### src/rtl/mem_port_arbiter.sv
// mem_port_arbiter: shares one synchronous memory port between the core and a
// host/debug requester, and steers the next-cycle read data back to whoever
// issued the read.
// Latency: grants and mem_* are combinational (zero added latency); read data
// returns 1 cycle after the grant.
// Backpressure: a requester holds req and its fields until it sees its gnt.
// The core has fixed priority, but a host refused MAXWAIT times in a row is
// forced ahead. The host can lock the port for atomic bursts.
//
// Ports:
//   clk, rst             clock, synchronous active-high reset
//   c_req/we/addr/size/wdata, c_gnt, c_rvalid, c_rdata   core requester
//   h_req/we/addr/size/wdata, h_lock, h_gnt, h_rvalid, h_rdata  host requester
//   mem_read, mem_wren, mem_addr, mem_size, mem_wdata, mem_rdata  memory macro

module mem_port_arbiter #(
    parameter int WDATA   = 32,
    parameter int WPTR    = 32,
    parameter int MAXWAIT = 8
) (
    input  logic             clk,
    input  logic             rst,

    input  logic             c_req,
    input  logic             c_we,
    input  logic [WPTR-1:0]  c_addr,
    input  logic [2:0]       c_size,
    input  logic [WDATA-1:0] c_wdata,
    output logic             c_gnt,
    output logic             c_rvalid,
    output logic [WDATA-1:0] c_rdata,

    input  logic             h_req,
    input  logic             h_we,
    input  logic [WPTR-1:0]  h_addr,
    input  logic [2:0]       h_size,
    input  logic [WDATA-1:0] h_wdata,
    input  logic             h_lock,
    output logic             h_gnt,
    output logic             h_rvalid,
    output logic [WDATA-1:0] h_rdata,

    output logic             mem_read,
    output logic             mem_wren,
    output logic [WPTR-1:0]  mem_addr,
    output logic [2:0]       mem_size,
    output logic [WDATA-1:0] mem_wdata,
    input  logic [WDATA-1:0] mem_rdata
);

    localparam int            CW       = $clog2(MAXWAIT + 1);
    localparam logic [CW-1:0] WAIT_MAX = CW'(MAXWAIT);

    typedef enum logic {
        ST_ARB  = 1'b0,
        ST_LOCK = 1'b1
    } state_t;

    state_t          state_q, state_d;
    logic [CW-1:0]   wait_cnt_q, wait_cnt_d;
    logic            rsp_vld_q, rsp_vld_d;
    logic            rsp_host_q, rsp_host_d;   // owner of the in-flight read

    logic            host_first;

    // ------------------------------------------------------------------
    // Grant decision. Everything is forced off while rst is high so no
    // access reaches the memory during reset.
    // ------------------------------------------------------------------
    always_comb begin
        host_first = 1'b0;
        c_gnt      = 1'b0;
        h_gnt      = 1'b0;
        if (!rst) begin
            if (state_q == ST_LOCK) begin
                // Host-exclusive, including the cycle in which h_lock drops.
                h_gnt = h_req;
            end else begin
                // Host wins when alone, or once it has been refused
                // MAXWAIT times while the core kept the port.
                host_first = h_req && (!c_req || (wait_cnt_q == WAIT_MAX));
                h_gnt      = host_first;
                c_gnt      = c_req && !host_first;
            end
        end
    end

    // ------------------------------------------------------------------
    // Memory port mux. With no grant the core's fields are presented so
    // the address bus does not toggle needlessly on idle cycles.
    // ------------------------------------------------------------------
    always_comb begin
        mem_read = (c_gnt && !c_we) || (h_gnt && !h_we);
        mem_wren = (c_gnt &&  c_we) || (h_gnt &&  h_we);
        if (h_gnt) begin
            mem_addr  = h_addr;
            mem_size  = h_size;
            mem_wdata = h_wdata;
        end else begin
            mem_addr  = c_addr;
            mem_size  = c_size;
            mem_wdata = c_wdata;
        end
    end

    // ------------------------------------------------------------------
    // Next-state: lock FSM, host starvation counter, response tracking.
    // ------------------------------------------------------------------
    always_comb begin
        state_d    = state_q;
        wait_cnt_d = wait_cnt_q;

        case (state_q)
            ST_ARB: begin
                if (h_gnt) begin
                    wait_cnt_d = '0;
                    // A lock request only takes effect together with a grant.
                    if (h_lock) begin
                        state_d = ST_LOCK;
                    end
                end else if (h_req && (wait_cnt_q != WAIT_MAX)) begin
                    wait_cnt_d = wait_cnt_q + CW'(1);
                end
            end
            ST_LOCK: begin
                // The core never competes here, so nothing to count.
                wait_cnt_d = '0;
                // Leave regardless of h_req; this cycle stays host-only.
                if (!h_lock) begin
                    state_d = ST_ARB;
                end
            end
            default: begin
                state_d    = ST_ARB;
                wait_cnt_d = '0;
            end
        endcase

        // Only reads produce a response; writes are fire-and-forget.
        rsp_vld_d  = mem_read;
        rsp_host_d = h_gnt;
    end

    always_ff @(posedge clk) begin
        if (rst) begin
            state_q    <= ST_ARB;
            wait_cnt_q <= '0;
            rsp_vld_q  <= 1'b0;
            rsp_host_q <= 1'b0;
        end else begin
            state_q    <= state_d;
            wait_cnt_q <= wait_cnt_d;
            rsp_vld_q  <= rsp_vld_d;
            rsp_host_q <= rsp_host_d;
        end
    end

    // ------------------------------------------------------------------
    // Response steering. rst gates the valids directly so a read granted
    // just before reset never returns data once reset is asserted.
    // The non-owner sees zero data rather than a copy of mem_rdata.
    // ------------------------------------------------------------------
    always_comb begin
        c_rvalid = rsp_vld_q && !rsp_host_q && !rst;
        h_rvalid = rsp_vld_q &&  rsp_host_q && !rst;
        c_rdata  = c_rvalid ? mem_rdata : '0;
        h_rdata  = h_rvalid ? mem_rdata : '0;
    end

endmodule

### config.mk
export PLATFORM = sky130hd
export DESIGN_NAME = mem_port_arbiter
export DESIGN_NICKNAME = d
export VERILOG_FILES = /design/src/rtl/mem_port_arbiter.sv
export SDC_FILE = /design/constraint.sdc
export NUM_CORES = 1
export LEC_CHECK = 0
export BUFFER_PORTS_ARGS = -buffer_cell sky130_fd_sc_hd__buf_2
export CAP_MARGIN = 20
export CORE_AREA = 3 3 118 120
export DETAILED_ROUTE_END_ITERATION = 12
export DIE_AREA = 0 0 121 123
export SLEW_MARGIN = 20
export SYNTH_ARGS = -nofsm -noshare
export SYNTH_HDL_FRONTEND = slang
export SYNTH_SLANG_ARGS = --single-unit
### constraint.sdc
create_clock -name clk -period 4.7 [get_ports clk]
set_clock_uncertainty 0.05 [all_clocks]
set_input_delay 1.175 -clock clk [delete_from_list [all_inputs] [get_ports clk]]
set_output_delay 1.175 -clock clk [all_outputs]
set_load 0.01 [all_outputs]
# Word-level counts from Yosys, hierarchy flattened
# Index checks and enable logic that the tools add are counted.
[op_classes]
n_mul = 0
shifts = 0
magnitude_cmp = 0
n_div = 0
reduce_logical = 20
bitwise_logic = 1
mux = 15
addsub = 1
eq_ne = 3
[ops]
columns = ["op", "count"]
rows = [
  ["$mux 32", 4],
  ["$logic_and 1x1->1", 11],
  ["$mux 4", 2],
  ["$pmux 4 s2", 1],
  ["$logic_not 1->1", 6],
  ["$mux 1", 6],
  ["$add 4x1->4 const B", 1],
  ["$eq 4x4->1 const B", 1],
  ["$ne 4x4->1 const B", 1],
  ["$logic_or 1x1->1", 3],
  ["$mux 3", 1],
  ["$ne 3x3->1 const B", 1],
  ["$pmux 1 s2", 1],
  ["$not 1->1", 1],
]
[totals]
register_bits = 7
latch_bits = 0
output_inout_bits = 137
romBits = 0
n_memories = 0
in_bits = 173
elab_cells = 44
mem_bits_rw = 0

# Longest topological paths before layout
[logic_depth]
word_depth = 9
mapped_depth = 8
depth_no_buf = 6

# Worst setup path after synthesis
# OpenSTA, ideal clock, no wires.
[synth_path]
kind = "input -> output"
start = "input c_req"
end = "output mem_addr[0]"
arrival_ns = 2.173
n_path_buf = 2
stages = 5
setup_slack_ns = 1.302
t_required_ns = 3.475
cell_sequence = "nor2b_1 -> a211o_1 -> buf_4 -> buf_6 -> mux2_4"
[synth_via]
elab_chain_cells = 6
[synth_lines]
columns = ["element", "line_no", "source"]
rows = [
  ["from (decl)", "24", "input logic c_req,"],
  ["$logic_not 1->1", "81", "host_first = h_req && (!c_req || (wait_cnt_q == WAIT_MAX));"],
  ["$logic_or 1x1->1", "81", ""],
  ["$logic_and 1x1->1", "81", ""],
  ["$mux 1", "75", "if (state_q == ST_LOCK) begin"],
  ["$mux 1", "74", "if (!rst) begin"],
  ["$mux 32", "95", "if (h_gnt) begin"],
  ["to (decl)", "45", "output logic [WPTR-1:0] mem_addr,"],
]
# No other way between the ends.

# Worst setup path after layout
[layout_path]
start = "input c_req"
end = "output mem_addr[16]"
# The elaborated chain is that of the path after synthesis.

==> qor.yml <==
initial_core_util_pct: 14.45
iteration_0_drc_count_of_the_detailed_router: 98
worst_slew_margin_rel_pct: 74.66
filler_cell_count: 1403
layout.nets: 666
grt_first_pass_wirelength_microns: 11970
power_density_mw_per_mm2: 130.0
grt_use_total_pct: 10.09
clock_sink_count: 7
drt-total-wl_microns: 9238
switching_share_pct: 30.29
cts_hold_buffers: 0
worst_setup_path_endpoint: "mem_addr[16]"
critical_path.reg2reg.endpoint: "rsp_vld_q"
number_of_antenna_violations_at_the_first_check_in_global_routing: 0
p_comb_share_pct: 57.0
slowest_stage: "a211o_4"
worst_pin_slew_ns: 0.3800
vdd_drop_max_v: 0.00005717
dieHeight_microns: 123
clk_latency_ns: 0.23
post_synth.cell_area_avg_sq_um: 10.11
gp_congestion: 0.7741
ioPinCount: 310
grt_max_degree: 34
first_global_vias: 2160
insertedDiodeCount: 0
synth_cell_type_count: 28
clock_edge_transition_at_the_registers_on_the_reported_setup_and_hold_paths_ns: 0.03
synth_edf_count: 0
fin_tns_setup_ns: 0
synth.yosys.seq_area_share_pct: 7.412
synth.top_cell.area_share_pct: 52.42
seqCellArea_sq_um: 140.1
power.sequential.fraction_pct: 13.2
required_ns: 3.47
switching_power_uw: 145.5
detail_route.vias_per_cell: 3.731
max_cap_viol_count: 0
final_antenna_net_count: 0
via_count_of_the_routed_design: 2485
syn_area_sq_mm: 0.001891
final.min_clock_period_ns: 3.909
drc_errors: 0
timing.critical_path.cells: "buf_2, nor2b_1, a211o_4, buf_12, mux2_4, buf_2"
p_int_uw: 334.8
power.clock.fraction_pct: 29.7
post_synth_inst_count: 187
floorplan.rows: 42
die_x_microns: 121
end_kind: "output port"
period_share_pct: 83.17
path_common_cell: "buf_2"
drive_above_1_share_pct: 78.78
number_of_synthesized_register_bits: 7
placement.io_buffers: 309
cts_tree: "yes"
yosysTopAreaCell: "mux2_4"
routedWlPerCell_microns: 13.87
startpoint_class_of_the_critical_path: "input pin"
design.die.area_sq_mm: 0.01488
multiInputGateArea_sq_mm: 0.001629
post_cts_resized: 0
cts.root.buffer_cell: "clkbuf_16"
async_flop_share_pct: 0
worst_hold_slack_ns: 0.4650
synth_most_common_cell: "mux2_4"
worst_ep_arrival_time_ns: 2.68
clockBufferDepth: 2
total_leakage_power_uw: 0.002377
layout-area-overhead-vs-synth_pct: 95.50
startpoint: "c_req"
fmax_mhz: 255.8
cts_setup_buffers: 0
worst_r2r_path_depth: 5
r2r_slack_ns: 3.00
synth_fp_nets: 362
outcome: "complete, no violations"
synth.top_cells.by_count: "66 x mux2_4, 64 x and2_1, 7 x buf_6, 7 x dfxtp_1, 7 x inv_1"
rsz0062_at_grt: "false"
final-max-slew-violation-count: 0
hold_class: "flip-flop to flip-flop"
dp_hpwl_microns: 8141
finalSetupViolCount: 0
core_region_area_sq_mm: 0.01309
hold_violations: 0
cts_made_buffers: 3
cp_slowest_stage_delay_ns: 0.49
critical_path.max_fanout: 31
first_pass_iters: 4
synth_flop_cell: "dfxtp_1"
overflow: 0
critical_path_class: "input pin to output port"
synth-warning-count: 0
reg2reg_from: "wait_cnt_q[0]"
synth_area_leaders: "mux2_4 52%, and2_1 21%, dfxtp_1 7.4%"
clock_tree.htree_level_count: 1
-- critical path: cells and delay by family --
family / cells / cell delay [ns]
AO/OA/AOI/OAI: 1 / 0.49
buffers and inverters: 3 / 0.51
multiplexers: 1 / 0.32
AND/OR/NAND/NOR: 1 / 0.14
-- sequential cells by signal (all words and copies together), names as in the netlist --
register and cells:
rsp_vld_q 1, wait_cnt_q 4, rsp_host_q 1, state_q 1
-- routing by layer --
metal  wire length [microns]  vias to the layer above  track usage (%)
met1                    4049                     1096            14.61
met4                      58                        0            1.912
met3                     716                        5            1.006
li1                        -                     1251                -
met2                    4413                      133            16.33
met5                       0                        -                0
-- logic make-up after synthesis --
kind of cell	Yosys count	share of synthesized area (%)
AOI/OAI and AO/OA	11	4.567
muxes	67	53.01
adders and majority gates	2	1.323
DFF	7	7.412
buffers and inverters	21	7.148
xor gates and xnor gates	1	0.4634
and+or+nand+nor	78	26.08
-- metrics by stage --
stage,area [sq um],instances,util (%),power (uW),worst slack [ns]
after floorplan,1891,187,-,201.9,1.302
after global placement,3617,662,27.64,337.6,0.8198
after detailed placement,3617,662,27.64,339.2,0.7969
after CTS,3696,666,28.25,487.2,0.7907
after global routing,3696,666,28.25,508.2,0.7400
final,3696,666,28.25,480.3,0.7910
-- power groups by stage --
stage	Combinational [uW]	Sequential, uW	Clock, uW
after global routing	294	63.7	150
after CTS	276	63.5	148
after global placement	273	64.4	0
after detailed placement	275	64.4	0
after floorplan	138	63.9	0
final	274	63.6	143
-- worst min path at each step --
stage | start | end | slack (ns) | depth (start not counted)
floorplan | wait_cnt_q[0] | wait_cnt_q[0] | 0.42 | 2
global placement | wait_cnt_q[0] | wait_cnt_q[0] | 0.46 | 2
detailed placement | wait_cnt_q[0] | wait_cnt_q[0] | 0.46 | 2
CTS | wait_cnt_q[0] | wait_cnt_q[0] | 0.47 | 2
global route | wait_cnt_q[0] | wait_cnt_q[0] | 0.52 | 2
finish | wait_cnt_q[0] | wait_cnt_q[0] | 0.46 | 2
-- placed cells by master, fill, tap and decap left out, drive strengths merged --
cell type | Yosys | routed
inv | 7 | 7
o211a | 1 | 1
nand4b | 1 | 1
nor3b | 1 | 1
a22o | 1 | 1
a211o | 2 | 2
nor2b | 1 | 1
and2 | 64 | 64
mux2 | 67 | 67
clkbuf | 6 | 4
a21oi | 1 | 1
o22ai | 2 | 2
nand2 | 3 | 3
a21o | 1 | 1
xor2 | 1 | 1
nand3 | 2 | 2
nor4 | 1 | 1
a2111oi | 2 | 2
and3 | 1 | 1
buf | 8 | 313
nand4 | 2 | 2
dfxtp | 7 | 7
ha | 2 | 2
nor2 | 1 | 1
a21boi | 1 | 1
nand3b | 1 | 1
-- cell type report --
class | count | share of cell area (%)
well taps | 176 | 5.958
flip-flops and latches | 7 | 3.791
repair buffers | 313 | 43.33
clock buffers | 4 | 2.133
inverters | 7 | 0.7109
multi-input cells | 159 | 44.08
Note: power is estimated with default switching activity, not from simulation.
